--- src/rtl/input_debounce_pkg.sv ---
// input_debounce_pkg
//   Shared constants and helpers for the input_debounce block.
//   - DEF_WIDTH / DEF_SYNC_STAGES / DEF_DEBOUNCE_LEN : default parameter values
//   - cnt_width() : width of the per-channel stability counter
package input_debounce_pkg;

  localparam int DEF_WIDTH        = 8;
  localparam int DEF_SYNC_STAGES  = 2;
  localparam int DEF_DEBOUNCE_LEN = 16;

  // The counter only ever reaches DEBOUNCE_LEN-1, but sizing for
  // DEBOUNCE_LEN+1 values keeps the terminal compare unambiguous.
  function automatic int cnt_width(input int len);
    return $clog2(len + 1);
  endfunction

endpackage

--- src/rtl/input_debounce_bit.sv ---
// debounce_bit
//   One debounce channel: synchronizer chain, stability counter and
//   registered debounced level with one-cycle edge pulses.
//   Ports:
//     clk_i    : clock, rising edge active
//     rst_ni   : asynchronous active-low reset
//     ena_i    : enable; low freezes counter and debounced level
//     raw_i    : asynchronous pad input
//     db_o     : debounced level
//     rise_o   : one-cycle pulse on db_o 0->1
//     fall_o   : one-cycle pulse on db_o 1->0
module debounce_bit
  import input_debounce_pkg::*;
#(
  parameter int SYNC_STAGES  = DEF_SYNC_STAGES,
  parameter int DEBOUNCE_LEN = DEF_DEBOUNCE_LEN
) (
  input  logic clk_i,
  input  logic rst_ni,
  input  logic ena_i,
  input  logic raw_i,
  output logic db_o,
  output logic rise_o,
  output logic fall_o
);

  localparam int CW = cnt_width(DEBOUNCE_LEN);
  localparam logic [CW-1:0] CNT_LAST = CW'(DEBOUNCE_LEN - 1);

  logic [SYNC_STAGES-1:0] sync_q;
  logic                   sync_bit;
  logic [CW-1:0]          cnt_q, cnt_d;
  logic                   db_q, db_d;
  logic                   rise_q, rise_d;
  logic                   fall_q, fall_d;

  // Synchronizer keeps sampling regardless of ena.
  always_ff @(posedge clk_i or negedge rst_ni) begin
    if (!rst_ni) begin
      sync_q <= '0;
    end else begin
      sync_q <= {sync_q[SYNC_STAGES-2:0], raw_i};
    end
  end

  assign sync_bit = sync_q[SYNC_STAGES-1];

  // Counter counts consecutive cycles of disagreement between the
  // synchronized input and the accepted level. Reaching the last count
  // while still disagreeing accepts the new level; the counter therefore
  // never passes CNT_LAST.
  always_comb begin
    cnt_d  = cnt_q;
    db_d   = db_q;
    rise_d = 1'b0;
    fall_d = 1'b0;
    if (ena_i) begin
      if (sync_bit == db_q) begin
        cnt_d = '0;
      end else if (cnt_q == CNT_LAST) begin
        cnt_d  = '0;
        db_d   = sync_bit;
        rise_d = sync_bit;
        fall_d = ~sync_bit;
      end else begin
        cnt_d = cnt_q + CW'(1);
      end
    end
  end

  always_ff @(posedge clk_i or negedge rst_ni) begin
    if (!rst_ni) begin
      cnt_q  <= '0;
      db_q   <= 1'b0;
      rise_q <= 1'b0;
      fall_q <= 1'b0;
    end else begin
      cnt_q  <= cnt_d;
      db_q   <= db_d;
      rise_q <= rise_d;
      fall_q <= fall_d;
    end
  end

  assign db_o   = db_q;
  assign rise_o = rise_q;
  assign fall_o = fall_q;

endmodule

--- src/rtl/input_debounce.sv ---
// input_debounce
//   WIDTH independent debounce channels plus an all-high summary.
//   Ports:
//     clk      : clock, rising edge active
//     rst_n    : asynchronous active-low reset
//     ena      : enable; low freezes debounce state, syncs keep sampling
//     raw_in   : asynchronous pad inputs
//     db_out   : debounced registered levels
//     rise     : one-cycle pulse per bit on db_out 0->1
//     fall     : one-cycle pulse per bit on db_out 1->0
//     all_high : combinational AND of db_out
module input_debounce
  import input_debounce_pkg::*;
#(
  parameter int WIDTH        = DEF_WIDTH,
  parameter int SYNC_STAGES  = DEF_SYNC_STAGES,
  parameter int DEBOUNCE_LEN = DEF_DEBOUNCE_LEN
) (
  input  logic             clk,
  input  logic             rst_n,
  input  logic             ena,
  input  logic [WIDTH-1:0] raw_in,
  output logic [WIDTH-1:0] db_out,
  output logic [WIDTH-1:0] rise,
  output logic [WIDTH-1:0] fall,
  output logic             all_high
);

  for (genvar g = 0; g < WIDTH; g++) begin : g_ch
    debounce_bit #(
      .SYNC_STAGES (SYNC_STAGES),
      .DEBOUNCE_LEN(DEBOUNCE_LEN)
    ) u_bit (
      .clk_i (clk),
      .rst_ni(rst_n),
      .ena_i (ena),
      .raw_i (raw_in[g]),
      .db_o  (db_out[g]),
      .rise_o(rise[g]),
      .fall_o(fall[g])
    );
  end

  // Reset clears db_out, so this is 0 during reset as well.
  assign all_high = &db_out;

endmodule

--- config.mk ---
export PLATFORM = sky130hd
export DESIGN_NAME = input_debounce
export DESIGN_NICKNAME = d
export VERILOG_FILES = /design/src/rtl/input_debounce_pkg.sv /design/src/rtl/input_debounce_bit.sv /design/src/rtl/input_debounce.sv
export SDC_FILE = /design/constraint.sdc
export NUM_CORES = 1
export LEC_CHECK = 0
export CAP_MARGIN = 30
export CELL_PAD_IN_SITES_DETAIL_PLACEMENT = 1
export CELL_PAD_IN_SITES_GLOBAL_PLACEMENT = 1
export CORE_MARGIN = 5
export CORE_UTILIZATION = 49
export DETAILED_ROUTE_END_ITERATION = 12
export GPL_TIMING_DRIVEN = 0
export PLACE_DENSITY = 0.9
export SLEW_MARGIN = 20
export SYNTH_ARGS = -nofsm -noshare
export SYNTH_HDL_FRONTEND = slang
export SYNTH_HIERARCHICAL = 1
export SYNTH_SLANG_ARGS = --single-unit
--- constraint.sdc ---
create_clock -name clk -period 4.3 [get_ports clk]
set_input_delay 0.86 -clock clk [delete_from_list [all_inputs] [get_ports clk]]
set_output_delay 0.86 -clock clk [all_outputs]
set_load 0.05 [all_outputs]
# Word level (Yosys, flattened, before mapping)
# Index checks and enable logic that the tools add are counted.
dict set report classes {
  add_sub_neg 8
  mul 0
  div_mod_pow 0
  magnitude_cmp 0
  eq_ne 16
  n_shift 0
  mux 64
  bitwise_logic 16
  n_reduce_logical 9
}
# operator count
set op_table {}
lappend op_table {{$mux W5} 16}
lappend op_table {{$mux W1} 48}
lappend op_table {{$add A5 B1 Y5 const B} 8}
lappend op_table {{$eq A5 B4 Y1 const B} 8}
lappend op_table {{$reduce_and A3 Y1} 8}
lappend op_table {{$not A1 Y1} 16}
lappend op_table {{$eq A1 B1 Y1} 8}
lappend op_table {{$reduce_and A8 Y1} 1}
dict set report word_totals {
  reg_bits 80
  latchBits 0
  mem_bits_rw 0
  mem_bits_ro 0
  inputBits 11
  memories 0
}

# Longest topological paths before layout
dict set report depth {
  word_depth 4
  mapped_depth 4
  depth_no_buf 4
}

# By module
# The synthesis kept the hierarchy.
# module n_inst cells_per_inst area_each_um2
set by_module_without_submodules {}
lappend by_module_without_submodules {debounce_bit 8 35 432.9}
lappend by_module_without_submodules {input_debounce 1 3 16.3}

# Worst setup path after synthesis
# OpenSTA, ideal clock, no wires.
dict set report synth_timing {
  path_type {reg-to-output}
  from {register g_ch[2].u_bit.db_q}
  to {output all_high}
  t_arrival_ns 1.517
  required_time_ns 3.440
  setup_slack_ns 1.923
  stages_incl_launch_ff 3
  path_buffers 0
  cell_sequence {dfrtp_1 > nand4_1 > nor2_1}
}
dict set report synth_between {
  elab_chain_len 1
}
# item line
set synth_rtl {}
lappend synth_rtl {{start: declaration} input_debounce_bit.sv:33} ;# logic db_q, db_d;
lappend synth_rtl {{start signal: assignment} input_debounce_bit.sv:74} ;# db_q <= 1'b0;
lappend synth_rtl {{start signal: assignment} input_debounce_bit.sv:79} ;# db_q <= db_d;
lappend synth_rtl {{$reduce_and A8 Y1} input_debounce.sv:45} ;# assign all_high = &db_out;
lappend synth_rtl {{end: declaration} input_debounce.sv:26} ;# output logic all_high
# No other way between the ends.

# Worst setup path after layout
dict set report layout_timing {
  from {register g_ch[7].u_bit.db_q}
  to {output all_high}
}
dict set report layout_between {
  elab_chain_len 1
}
# item line
set layout_rtl {}
lappend layout_rtl {{start: declaration} input_debounce_bit.sv:33}
lappend layout_rtl {{start signal: assignment} input_debounce_bit.sv:74}
lappend layout_rtl {{start signal: assignment} input_debounce_bit.sv:79}
lappend layout_rtl {{$reduce_and A8 Y1} input_debounce.sv:45}
# No other way between the ends.

==> qor.yml <==
grt:
  grt.overflow.total: 0
  antenna_found_initial: 0
  grt_pass1_wl_mm: 12.9
  grt_max_degree: 48
  grt_usage: 0.186
  grt_pass1_vias: 2668
sta:
  hold_ws_ps: 345
  final.setup.tns_ps: 0
  max_freq_mhz: 351
  maxSlewViolCount: 0
  post-route-min-period_ps: 2850
  max_slew_margin: 0.651
  final_min_period_over_clock_period: 0.662
  tightestPinTransition_ps: 521
  grt_setup_unrepaired: "false"
  setup_viol: 0
  fin_skew_ps: 7.94
  final_hold_viol_count: 0
critical_path:
  cp_max_fo: 6
  path_class: "reg2out"
  crit_family: "buffers and inverters"
  critPathCaptureType: "output pin"
  arrival_ps: 1990
  cpPeakStageDelay_ps: 830
  crit_chain: "nand4_1 > nor2_1 > clkdlybuf4s50_1"
  required_ps: 3440
  startpoint_type: "flip-flop"
  crit_buf_inv: 1
  crit_slowest_cell: "clkdlybuf4s50_1"
routing:
  antenna_left: 0
  post_drt_via_cell_ratio: 5.50
  wl_per_cell_microns: 16.6
  num_vias: 2366
  drc_errors: 0
  drt_iter0_markers: 74
  first_pass_iters: 4
  wl_mm: 7.13
clock_network:
  cts_max_level: 3
  clock_latency_ps: 340
  cts_root_buffer: "clkbuf_8"
  cts_num_sinks: 80
  cts_tree: "yes"
  cts-resized-gates: 0
  cts_hold_buf: 0
  clk_path_buf_depth: 2
  cts_buffers: 9
  cts.clk_slew.worst_paths_ps: 80
  cts_setup_buffers: 0
cells_and_area:
  finalNetCount: 348
  area_growth_pct: 19.9
  layoutNonFillerInstCount: 430
  postLayoutCoreUtil: 0.607
  layout-drive-gt1-share: 0.147
  diodes: 0
  n_fill_cell: 710
yosys:
  synthDistinctLibCells: 21
  synth_seq_area_share: 0.575
  synth_cells: 283
  syn_nets: 302
  syn_avg_cell_area_sq_um: 12.3
  async_flop_share: 1.00
  netlist_area_sq_um: 3480
  yosysWarnings: 6
  ys.flop_type: "dfrtp_1"
  ys_seq_elements: 80
  synth-edff-count: 0
placed_design:
  dpl.hpwl_mm: 5.09
  dp.cells: 414
  globalplace.congestion: 0.740
  port_buffers: 34
floorplan:
  num_io_pins: 36
  design.core.area_sq_um: 6870
  die_h_microns: 94.3
  rows: 30
  start_util: 0.507
  die-area_sq_um: 8890
  die_w_microns: 94.3
power_and_ir_drop:
  power_density_nw_per_um2: 377
  ir_drop_mv: 0.228
  clkPwrFrac: 0.357
  p_leak_uw: 0.00186
  p_sw_frac: 0.255
  combPwrFrac: 0.103
  p_total_uw: 1570
  intPower_uw: 1170
  seq_power_share: 0.540
  power.switching_uw: 402
flow_run:
  maxCapViolCount: 0
outcome:
  status: "finished clean"
hold_path:
  hold_class: "reg2reg"
per-stage QoR:
stage          instance area, sq um  worst slack, ps
2_1_floorplan                  3480             1920
3_3_place_gp                   3940             -424
3_5_place_dp                   3970             1800
4_1_cts                        4170             1410
5_1_grt                        4170             1330
6_report                       4170             1450
Yosys cell counts, drive strengths merged, types with 10 or more instances:
library cell	n	share of area
a21boi	16	0.035
nand4	10	0.018
nor3b	16	0.035
nand3	16	0.035
nand2	16	0.017
mux2i	16	0.046
inv	24	0.026
dfrtp	80	0.58
layout make-up:
type | count | area, sq um | area share
plain buffers | 8 | 40.0 | 0.00960
clock buffers | 12 | 155 | 0.0372
clock inverters | 4 | 52.6 | 0.0126
inverters | 24 | 90.1 | 0.0216
multi-input cells | 171 | 1350 | 0.323
flip-flops and latches | 80 | 2000 | 0.480
well taps | 96 | 120 | 0.0288
repair buffers | 35 | 365 | 0.0876
registers in the layout, summed over array words and instances (netlist names):
name               count
g_ch.u_bit/db_o        8
g_ch.u_bit/rise_o      8
g_ch.u_bit/fall_o      8
g_ch.u_bit/sync_q     16
g_ch.u_bit/cnt_q      40
cells in the final DEF, fill, tap and decap left out, drive strengths merged, types with 10 or more instances in the layout:
master / count
dfrtp: 80
inv: 24
a21boi: 16
nand2: 16
buf: 10
nand3: 16
mux2i: 16
clkdlybuf4s50: 33
nor3b: 16
clkbuf: 12
nand4: 10
worst reg2reg max path, stage by stage (launching register included):
cell and delay [ps]:
dfrtp_1 400, ha_1 230, nand3_2 130, or3b_4 440, mux2_4 310
routing by layer:
layer / global-route usage / share of wire / vias up
met2: 0.319 / 0.52 / 39
met5: 0 / 0 / -
met1: 0.227 / 0.43 / 1215
met3: 0.0561 / 0.045 / 6
met4: 0.0469 / 0.0094 / 0
li1: - / - / 1106
power groups by stage:
stage / logic [uW] / registers [uW] / clock network, uW
finish: 162 / 850 / 563
detailed placement: 164 / 864 / 0
global route: 186 / 859 / 620
global placement: 146 / 859 / 0
floorplan: 103 / 857 / 0
CTS: 165 / 850 / 582
final timing paths:
path,from,to,slack (ps),depth (start not counted)
setup / recovery,g_ch[7].u_bit/db_o$_DFFE_PN0P_,all_high,1450,3
hold / removal,g_ch[4].u_bit/sync_q[0]$_DFF_PN0_,g_ch[4].u_bit/sync_q[1]$_DFF_PN0_,340,0
setup reg to reg,g_ch[6].u_bit/cnt_q[0]$_DFFE_PN0P_,g_ch[6].u_bit/db_o$_DFFE_PN0P_,2680,4
hold reg to reg,g_ch[4].u_bit/sync_q[0]$_DFF_PN0_,g_ch[4].u_bit/sync_q[1]$_DFF_PN0_,340,0
max in group asynchronous,rst_n,g_ch[2].u_bit/cnt_q[1]$_DFFE_PN0P_,3260,2
min in group asynchronous,rst_n,g_ch[3].u_bit/cnt_q[2]$_DFFE_PN0P_,470,1
cell families (layout without fill, tap and decap cells):
kind of cell	after synthesis	in the layout	synth area share
buffers and inverters	32	83	0.0374
adders and majority gates	8	8	0.0288
and+or+nand+nor	83	83	0.160
muxes	24	24	0.0805
DFF	80	80	0.575
AOI/OAI and AO/OA	48	48	0.0978
xor gates and xnor gates	8	8	0.0201
Note: power is estimated with default switching activity, not from simulation.
